===== src/rtl/bus_handshake_ctrl.sv =====
// Registered CPU-to-peripheral bus controller: decodes the top address nibble to
// one of NSLV slaves, waits for its ack (or a timeout) and returns a one-cycle ready.
module bus_handshake_ctrl #(
  parameter int          NSLV     = 16,
  parameter int          TIMEOUT  = 15,
  parameter logic [31:0] ERR_DATA = 32'hDEAD_BEEF
) (
  input  logic                 clk,
  input  logic                 rst_n,
  input  logic                 cpu_req,
  input  logic                 cpu_we,
  input  logic [31:0]          cpu_addr,
  input  logic [31:0]          cpu_wdata,
  output logic [31:0]          cpu_rdata,
  output logic                 cpu_ready,
  output logic                 cpu_err,
  output logic [NSLV-1:0]      slv_sel,
  output logic                 slv_we,
  output logic [31:0]          slv_addr,
  output logic [31:0]          slv_wdata,
  input  logic [32*NSLV-1:0]   slv_rdata,
  input  logic [NSLV-1:0]      slv_ack,
  output logic [7:0]           err_count,
  output logic [31:0]          err_addr
);

  typedef enum logic [1:0] {IDLE, ACCESS, DONE} state_e;

  localparam int             CNT_W     = $clog2(TIMEOUT + 1);
  localparam logic [4:0]     NSLV_L    = 5'(NSLV);
  localparam logic [CNT_W-1:0] TIMEOUT_L = CNT_W'(TIMEOUT);

  state_e             state_q, state_d;
  logic [NSLV-1:0]    slv_sel_q, slv_sel_d;
  logic               slv_we_q, slv_we_d;
  logic [31:0]        slv_addr_q, slv_addr_d;
  logic [31:0]        slv_wdata_q, slv_wdata_d;
  logic [CNT_W-1:0]   cnt_q, cnt_d;
  logic [31:0]        cpu_rdata_q, cpu_rdata_d;
  logic               cpu_ready_q, cpu_ready_d;
  logic               cpu_err_q, cpu_err_d;
  logic [7:0]         err_count_q, err_count_d;
  logic [31:0]        err_addr_q, err_addr_d;

  logic [3:0]  req_idx;
  logic        req_mapped;
  logic        sel_ack;
  logic        timed_out;
  logic [7:0]  err_count_inc;
  logic [31:0] sel_rdata;

  assign req_idx       = cpu_addr[31:28];
  assign req_mapped    = {1'b0, req_idx} < NSLV_L;
  // Only the selected channel's ack counts; stray acks elsewhere are masked off.
  assign sel_ack       = |(slv_ack & slv_sel_q);
  assign timed_out     = (cnt_q == TIMEOUT_L);
  assign err_count_inc = (err_count_q == 8'hFF) ? err_count_q : err_count_q + 8'd1;

  always_comb begin
    sel_rdata = '0;
    for (int i = 0; i < NSLV; i++) begin
      if (slv_sel_q[i]) sel_rdata = slv_rdata[32*i +: 32];
    end
  end

  // NOTE: sequential state uses non-blocking assignments so every flop samples pre-edge values.
  always_ff @(posedge clk or negedge rst_n) begin
    if (!rst_n) begin
      state_q     <= IDLE;
      slv_sel_q   <= '0;
      slv_we_q    <= 1'b0;
      slv_addr_q  <= '0;
      slv_wdata_q <= '0;
      cnt_q       <= '0;
      cpu_rdata_q <= '0;
      cpu_ready_q <= 1'b0;
      cpu_err_q   <= 1'b0;
      err_count_q <= '0;
      err_addr_q  <= '0;
    end else begin
      state_q     <= state_d;
      slv_sel_q   <= slv_sel_d;
      slv_we_q    <= slv_we_d;
      slv_addr_q  <= slv_addr_d;
      slv_wdata_q <= slv_wdata_d;
      cnt_q       <= cnt_d;
      cpu_rdata_q <= cpu_rdata_d;
      cpu_ready_q <= cpu_ready_d;
      cpu_err_q   <= cpu_err_d;
      err_count_q <= err_count_d;
      err_addr_q  <= err_addr_d;
    end
  end

  always_comb begin
    state_d = state_q;
    unique case (state_q)
      IDLE:    if (cpu_req) state_d = req_mapped ? ACCESS : DONE;
      ACCESS:  if (sel_ack || timed_out) state_d = DONE;
      DONE:    state_d = IDLE;
      default: state_d = IDLE;
    endcase
  end

  // NOTE: every signal gets a default first so no path through this block infers a latch.
  always_comb begin
    slv_sel_d   = slv_sel_q;
    slv_we_d    = slv_we_q;
    slv_addr_d  = slv_addr_q;
    slv_wdata_d = slv_wdata_q;
    cnt_d       = cnt_q;
    cpu_rdata_d = cpu_rdata_q;
    cpu_ready_d = 1'b0;
    cpu_err_d   = 1'b0;
    err_count_d = err_count_q;
    err_addr_d  = err_addr_q;
    unique case (state_q)
      IDLE: begin
        if (cpu_req) begin
          slv_addr_d  = cpu_addr;
          slv_we_d    = cpu_we;
          slv_wdata_d = cpu_wdata;
          cnt_d       = '0;
          if (req_mapped) begin
            slv_sel_d = NSLV'(1) << req_idx;
          end else begin
            cpu_ready_d = 1'b1;
            cpu_err_d   = 1'b1;
            cpu_rdata_d = ERR_DATA;
            err_count_d = err_count_inc;
            err_addr_d  = cpu_addr;
          end
        end
      end
      ACCESS: begin
        if (sel_ack) begin
          slv_sel_d   = '0;
          cpu_ready_d = 1'b1;
          cpu_rdata_d = sel_rdata;
        end else if (timed_out) begin
          slv_sel_d   = '0;
          cpu_ready_d = 1'b1;
          cpu_err_d   = 1'b1;
          cpu_rdata_d = ERR_DATA;
          err_count_d = err_count_inc;
          err_addr_d  = slv_addr_q;
        end else begin
          cnt_d = cnt_q + CNT_W'(1);
        end
      end
      default: ;
    endcase
  end

  assign cpu_rdata = cpu_rdata_q;
  assign cpu_ready = cpu_ready_q;
  assign cpu_err   = cpu_err_q;
  assign slv_sel   = slv_sel_q;
  assign slv_we    = slv_we_q & (|slv_sel_q);
  assign slv_addr  = slv_addr_q;
  assign slv_wdata = slv_wdata_q;
  assign err_count = err_count_q;
  assign err_addr  = err_addr_q;

endmodule


===== config.mk =====
export PLATFORM = sky130hd
export DESIGN_NAME = bus_handshake_ctrl
export DESIGN_NICKNAME = d
export VERILOG_FILES = /design/src/rtl/bus_handshake_ctrl.sv
export SDC_FILE = /design/constraint.sdc
export NUM_CORES = 1
export LEC_CHECK = 0
export BUFFER_PORTS_ARGS = -buffer_cell sky130_fd_sc_hd__buf_2
export CORE_AREA = 2 2 296 298
export CTS_BUF_LIST = sky130_fd_sc_hd__clkbuf_8 sky130_fd_sc_hd__clkbuf_16
export DETAILED_ROUTE_END_ITERATION = 10
export DIE_AREA = 0 0 298 300
export SLEW_MARGIN = 20
export SYNTH_ARGS = -nofsm -noshare
export SYNTH_HDL_FRONTEND = slang
export SYNTH_SLANG_ARGS = --single-unit
export TNS_END_PERCENT = 5

===== constraint.sdc =====
create_clock -name clk -period 2.63 [get_ports clk]
set_input_delay 0.6575 -clock clk [delete_from_list [all_inputs] [get_ports clk]]
set_output_delay 0.6575 -clock clk [all_outputs]
set_load 0.05 [all_outputs]

; ---- Yosys cells after proc, flatten, opt, wreduce, memory -nomap -nowiden
; Index checks and enable logic that the tools add are counted.
[totals]
ff_bits = 161
latchBits = 0
mem_bits_rw = 0
romBits = 0
inputBits = 596
output_inout_bits = 155
wordCells = 73
n_memories = 0
[classes]
n_addsub = 2
mul = 0
div_mod_pow = 0
n_lt_le_gt_ge = 0
n_eq_ne = 8
shift = 1
mux = 34
n_bitwise = 4
reduce_logical = 13
[ops]
columns = cell, n
row1 = $mux 32, 18
row2 = $mux 16, 3
row3 = $pmux 16 s2, 1
row4 = $reduce_or 16->1, 2
row5 = $and 16x16->16, 1
row6 = $shl 1x4->16 const A, 1
row7 = $mux 4, 3
row8 = $add 8x1->8 const B, 1
row9 = $eq 8x8->1 const B, 1
row10 = $ne 2x2->1 const B, 4
row11 = $pmux 4 s2, 1
row12 = $reduce_and 4->1, 2
row13 = $reduce_and 2->1, 3
row14 = $reduce_and 3->1, 2
row15 = $mux 1, 5
row16 = $add 4x1->4 const B, 1
row17 = $eq 4x4->1 const B, 1
row18 = $mux 2, 2
row19 = $pmux 2 s2, 1
row20 = $reduce_bool 2->1, 2
row21 = $ne 3x3->1 const B, 1
row22 = $eq 2x1->1 const B, 1
row23 = $logic_not 2->1, 1
row24 = $not 1->1, 2
row25 = other kinds (2), 2

; ---- Longest topological paths before layout
; Gate-level depths: netlist of the first run.
[logic_depth]
word_depth = 17
mapped_depth = 10

; ---- Worst setup path after synthesis of the first run
; Ideal clock, no wire load.
[synth_path]
kind = register to output
startpoint = register slv_sel_q[3] (netlist: slv_sel[3])
endpoint = output port slv_we
t_arrival_ns = 2.128
required_ns = 1.972
path_slack_ns = -0.155
stages_incl_launch_ff = 7
path_cell_list = dfrtp_1 clkbuf_1 clkbuf_1 clkbuf_1 nor2_1 nand4_1 o41a_1
[synth_via]
elab_chain_cells = 2
[synth_lines]
columns = element, line
row1 = "start, declared", 34  ; logic [NSLV-1:0] slv_sel_q, slv_sel_d;
row2 = "start signal, assigned", 82  ; slv_sel_q <= slv_sel_d;
row3 = $reduce_or 16->1, 159  ; assign slv_we = slv_we_q & (|slv_sel_q);
row4 = $and 1x1->1, 159
row5 = "end, declared", 18  ; output logic slv_we,
; Every way passes these cells.

; ---- Final worst setup path of the first run
[layout_path]
startpoint = register slv_sel_q[9] (netlist: slv_sel[9])
endpoint = output port slv_we
; Same word-level chain as after synthesis.

==> results.sh, run 1 <==
export IMPL_yosysMostFrequentCell="nand2_1"
export IMPL_postCtsHoldBufs=0
export IMPL_routed_via_count=14680
export IMPL_synth_cells=1257
export IMPL_numCtsBuffers=17
export IMPL_die_area_um2=89400
export IMPL_synth_area_mux_share_pct=0.222
export IMPL_ys_warn_count=0
export IMPL_synth_top_area_share_pct=39.6
export IMPL_yosys_area_share_adder_pct=0.246
export IMPL_insertion_delay_ns=0.50
export IMPL_core_area_um2=86200
export IMPL_hold_viol=0
export IMPL_row_count=108
export IMPL_drc=0
export IMPL_yosysSeqAreaShare_pct=39.6
export IMPL_status="finished, violations left"
export IMPL_via_per_inst=4.47
export IMPL_wl_um=95500
export IMPL_critPathArrivalTime_ns=2.05
export IMPL_power_total_mw=22.1
export IMPL_drtIter0Drc=1422
export IMPL_area_growth_syn_to_layout_pct=72.2
export IMPL_hold_class="input port to async pin"
export IMPL_synthTopCellsByArea="dfrtp_1 (40%), nand2_1 (12%), a221oi_1 (7.2%), o21ai_0 (3.7%), clkbuf_1 (3.2%)"
export IMPL_rrSetupSlack_ns=-0.01
export IMPL_synth_compound_area_share_pct=32.9
export IMPL_cts_tree="done"
export IMPL_start_util_pct=11.8
export IMPL_cts_htree_levels=4
export IMPL_cts_buffer_depth=2
export IMPL_synth_top_family_by_area="compound AO/OA/AOI/OAI gates"
export IMPL_clockRootBuffer="clkbuf_16"
export IMPL_synth_distinct_cells=57
export IMPL_io_buffers=750
export IMPL_ys_flop_type="dfrtp_1"
export IMPL_grt_util_all_layers_pct=20.7
export IMPL_nets=2689
export IMPL_fin_crit_ns=2.70
export IMPL_antenna_found_initial=81
export IMPL_first_global_vias=14227
export IMPL_slew_viol_final=0
export IMPL_grt_max_degree=66
export IMPL_setup_violations_final=3
export IMPL_worst_r2r_cell_count=6
export IMPL_wl_per_cell_um=29.1
export IMPL_cts_sink_count=161
export IMPL_required_ns=1.97
export IMPL_yosys_area_top_type="dfrtp_1"
export IMPL_syn_avg_cell_area_um2=8.08
export IMPL_die_w_um=298
export IMPL_async_reset_ff_share_pct=100
export IMPL_end_kind="output pin"
export IMPL_ys_ff_latch=161
export IMPL_ant_nets=0
export IMPL_clk_pin_slew_worst_paths_ns=0.07
export IMPL_synth_simple_area_share_pct=20.5
export IMPL_powerDensity_nw_per_um2=1260
export IMPL_crit_type="flip-flop to output pin"
export IMPL_grt_pass1_wl_um=125000
export IMPL_relSlewSlack_pct=34.9
export IMPL_synth_nets=1855
export IMPL_synth_xor_area_share_pct=0.517
export IMPL_die_h_um=300
export IMPL_fmax_ghz=0.370
export IMPL_fin_crit_sh_pct=103
export IMPL_yosys_top_cells_count="nand2_1 (324), dfrtp_1 (161), clkbuf_1 (86)"
export IMPL_io_pins=751
export IMPL_dr_pass1_iters=8
export IMPL_synth_edf_count=0
export IMPL_final_util_pct=20.3
export IMPL_p_leak_nw=8.65
export IMPL_grt_overflow_total=0
export IMPL_syn_area_um2=10200
export IMPL_r2r_end="err_count[1]"
export IMPL_violations="setup timing"
export IMPL_peakVddDrop_mv=0.576
export IMPL_clock_skew_ns=0.0183
export IMPL_drive_gt1_share_pct=48.9
export IMPL_worst_slew_pin_slew_ns=0.973
export IMPL_maxCapViolCount=0
export IMPL_dp_hpwl_um=80500
export IMPL_r2r_start="slv_sel[3]"
export IMPL_place_congestion=0.956
export IMPL_critPathLaunchType="flip-flop"
export IMPL_setup_slack_ns=-0.0747
export IMPL_critPathMaxFanout=3
export IMPL_rsz0062_at_grt="yes"
## worst max-delay path: stages, from the launching register on
cell and delay, ns:
dfrtp_1 0.40, or2_2 0.34, buf_4 0.16, o41a_4 0.49
buf_12 0.16
## kinds of logic after synthesis
group,count (synthesis)
adder cells (fa/ha/maj),2
AND/OR/NAND/NOR,476
flip-flops,161
buffers and inverters,148
AO/OA/AOI/OAI,462
XOR/XNOR,6
multiplexers,2
## per-stage QoR
step / cells / setup TNS [ns] / instance area, um2 / setup slack (ns) / hold slack [ns]
floorplan: 1257 / 0 / 10200 / 0.0297 / 0.362
global placement: 3209 / -62.45 / 16400 / -0.835 / 0.454
detailed placement: 3209 / -64.07 / 16400 / -0.828 / 0.458
CTS: 3256 / -0.332 / 17400 / -0.132 / 0.124
global route: 3268 / -1.98 / 17500 / -0.145 / 0.147
finish: 3286 / -0.0912 / 17500 / -0.0747 / 0.125
## worst max path at each step
stage	endpoint	startpoint	slack (ns)
after detailed placement	err_count[1]	slv_ack[2]	-0.83
final	slv_we	slv_sel[9]	-0.07
after CTS	slv_we	slv_sel[1]	-0.13
after global routing	slv_we	slv_sel[2]	-0.14
after floorplan	slv_we	slv_sel[3]	0.03
after global placement	err_count[1]	slv_ack[2]	-0.83
## where the power goes
group          switching, mW  internal, mW  total [mW]
sequential             0.630          3.31        3.94
combinational           10.2          5.29        15.5
clock                   1.38          1.30        2.68
## area by class of cell
| cell class | count | area, um2 |
|---|---|---|
| diodes | 27 | 67.6 |
| clock buffers | 18 | 439 |
| clock inverters | 14 | 161 |
| fillers | 9836 | 68700 |
| inverters | 31 | 123 |
| multi-input cells | 948 | 5690 |
| flip-flops and latches | 161 | 4040 |
| well taps | 1155 | 1450 |
| repair buffers | 932 | 5530 |
## registers in the layout, summed over array words and instances, names as in the netlist
name       flops
slv_sel       16
cpu_err        1
err_addr      32
slv_wdata     32
slv_addr      32
cpu_ready      1
slv_we_q       1
cnt_q          4
state_q        2
err_count      8
cpu_rdata     32
## placed cells by master (no fill, tap or decap), drive strengths merged, types with 5 or more instances in the layout
master / n
a221o: 15
a31oi: 29
o31ai: 20
nor2: 40
clkbuf: 19
a211oi: 9
o22ai: 48
a22oi: 26
o21ai: 76
o21a: 6
nor2b: 13
a222oi: 18
a22o: 7
nand3: 33
clkinv: 6
nor3: 5
nand2: 324
a32oi: 6
a21oi: 59
a221oi: 84
buf: 931
o221ai: 36
diode: 27
or3b: 10
or4: 7
dfrtp: 161
or2: 5
nand3b: 6
inv: 37
nand2b: 18
## per-layer routing
layer	global-route usage (%)	wire, um	up-vias
met2	34.8	44900	867
li1	-	-	6451
met3	7.00	9400	185
met1	24.8	37800	7133
met5	0	252	-
met4	6.40	3120	44
## timing repair
| action | 4_1_cts | 5_1_grt |
|---|---|---|
| pin swaps | 13 | 3 |
| endpoints found under the setup margin | 97 | 48 |
| setup buffers | 14 | 3 |
| cloned | 3 | 0 |
| resized for setup | 41 | 5 |
Power figures use the tool's default switching activity.
==> run 2: changes to the inputs <==
- TNS_END_PERCENT: 5 -> 50
==> results.sh, run 2 (synthesis results as in run 1) <==
export IMPL_layout_common_cells="buf_2 (748), nand2_1 (320), buf_4 (154)"
export IMPL_maxCapViolCount=0
export IMPL_routed_via_count=14703
export IMPL_dp_hpwl_um=80500
export IMPL_r2r_start="slv_sel[2]"
export IMPL_grt_util_all_layers_pct=20.7
export IMPL_mostFrequentLayoutCell="buf_2"
export IMPL_critPathLaunchType="flip-flop"
export IMPL_peakVddDrop_mv=0.577
export IMPL_worst_slew_pin_slew_ns=0.977
export IMPL_fin_crit_ns=2.70
export IMPL_crit_type="flip-flop to output pin"
export IMPL_cts_htree_levels=4
export IMPL_numCtsBuffers=17
export IMPL_critPathMaxFanout=3
export IMPL_insertion_delay_ns=0.50
export IMPL_io_pins=751
export IMPL_die_area_um2=89400
export IMPL_dr_pass1_iters=9
export IMPL_slew_viol_final=0
export IMPL_drive_gt1_share_pct=49.3
export IMPL_grt_max_degree=66
export IMPL_cp_num_buf_inv=2
export IMPL_grt_overflow_total=0
export IMPL_required_ns=1.97
export IMPL_row_count=108
export IMPL_status="finished, violations left"
export IMPL_area_growth_syn_to_layout_pct=73.4
export IMPL_setup_violations_final=21
export IMPL_start_util_pct=11.8
export IMPL_fillers=9835
export IMPL_p_leak_nw=8.72
export IMPL_finalInstanceArea_um2=17600
export IMPL_drc=0
export IMPL_nets=2697
export IMPL_powerDensity_nw_per_um2=1270
export IMPL_cts_sink_count=161
export IMPL_critPathArrivalTime_ns=2.05
export IMPL_end_kind="output pin"
export IMPL_hold_class="input port to async pin"
export IMPL_crit_chain="or2_2 -> buf_4 -> o41a_4 -> buf_12"
export IMPL_clockRootBuffer="clkbuf_16"
export IMPL_wl_um=95700
export IMPL_crit_cells=4
export IMPL_fmax_ghz=0.370
export IMPL_setup_slack_ns=-0.0741
export IMPL_first_global_vias=14232
export IMPL_core_area_um2=86200
export IMPL_worst_r2r_cell_count=10
export IMPL_wl_per_cell_um=29.0
export IMPL_hold_viol=0
export IMPL_place_congestion=0.956
export IMPL_rsz0062_at_grt="yes"
export IMPL_antenna_found_initial=81
export IMPL_cp_slowest_cell="o41a_4"
export IMPL_drtIter0Drc=1398
export IMPL_via_per_inst=4.46
export IMPL_io_buffers=750
export IMPL_ant_nets=0
export IMPL_cts_tree="done"
export IMPL_fin_crit_sh_pct=103
export IMPL_clock_skew_ns=0.0189
export IMPL_cp_top_family="compound AO/OA/AOI/OAI gates"
export IMPL_violations="setup timing"
export IMPL_regArea_um2=4040
export IMPL_r2r_end="cpu_rdata[12]"
export IMPL_postCtsHoldBufs=0
export IMPL_dpl_cell_area_um2=16400
export IMPL_max_stage_delay_ns=0.49
export IMPL_relSlewSlack_pct=34.6
export IMPL_grt_pass1_wl_um=125000
export IMPL_rrSetupSlack_ns=-0.02
export IMPL_clk_pin_slew_worst_paths_ns=0.07
export IMPL_die_w_um=298
export IMPL_setup_tns_ns=-0.293
export IMPL_cts_buffer_depth=2
export IMPL_multi_input_area_um2=5720
export IMPL_die_h_um=300
## run 2: layer usage
| layer | routed length [um] | vias up | track usage, % |
|---|---|---|---|
| met3 | 9850 | 195 | 7.00 |
| met4 | 2980 | 46 | 6.40 |
| li1 | - | 6477 | - |
| met2 | 45100 | 891 | 34.8 |
| met5 | 283 | - | 0 |
| met1 | 37400 | 7094 | 24.8 |
## run 2: how the worst max path moves through the flow
stage,from,end
global placement,slv_ack[2],err_count[1]
detailed placement,slv_ack[2],err_count[1]
CTS,slv_sel[1],slv_we
global route,slv_sel[0],err_count[0]
finish,slv_sel[9],slv_we
floorplan,slv_sel[3],slv_we
## run 2: repair_timing
action	in CTS	in global routing
resized for setup	42	16
gates cloned	3	0
setup buffers	14	11
setup endpoints to repair	97	48
pin swaps	14	11
## run 2: per-stage QoR
| stage | worst slack, ns | hold slack, ns | power, mW | utilization, % | std cells |
|---|---|---|---|---|---|
| final | -0.0741 | 0.123 | 22.4 | 20.4 | 3296 |
| after detailed placement | -0.828 | 0.458 | 19.1 | 19.1 | 3209 |
| after global placement | -0.835 | 0.454 | 19.0 | 19.1 | 3209 |
| after floorplan | 0.0297 | 0.362 | 11.6 | - | 1257 |
| after CTS | -0.132 | 0.124 | 22.3 | 20.2 | 3256 |
| after global routing | -0.148 | 0.147 | 23.6 | 20.4 | 3276 |
## run 2: final cells by class
class                   count  share of cell area (%)
multi-input cells         948                    32.5
repair buffers            940                    31.9
flip-flops and latches    161                    22.9
well taps                1155                    8.20
clock buffers              18                    2.49
clock inverters            14                   0.916
inverters                  31                   0.710
diodes                     29                   0.412
## run 2: power breakdown
group	switching [mW]	internal, mW
combinational	10.3	5.49
clock	1.38	1.30
sequential	0.630	3.31
## run 2: worst reg2reg max path, cell delays in order, from the launching register on
cell     delay (ns)
dfrtp_2        0.43
buf_12         0.15
a22oi_2        0.42
nand2_4        0.16
or4_4          0.48
buf_12         0.16
o21ai_4        0.23
inv_6          0.10
buf_12         0.17
o22ai_1        0.18
a31oi_1        0.05
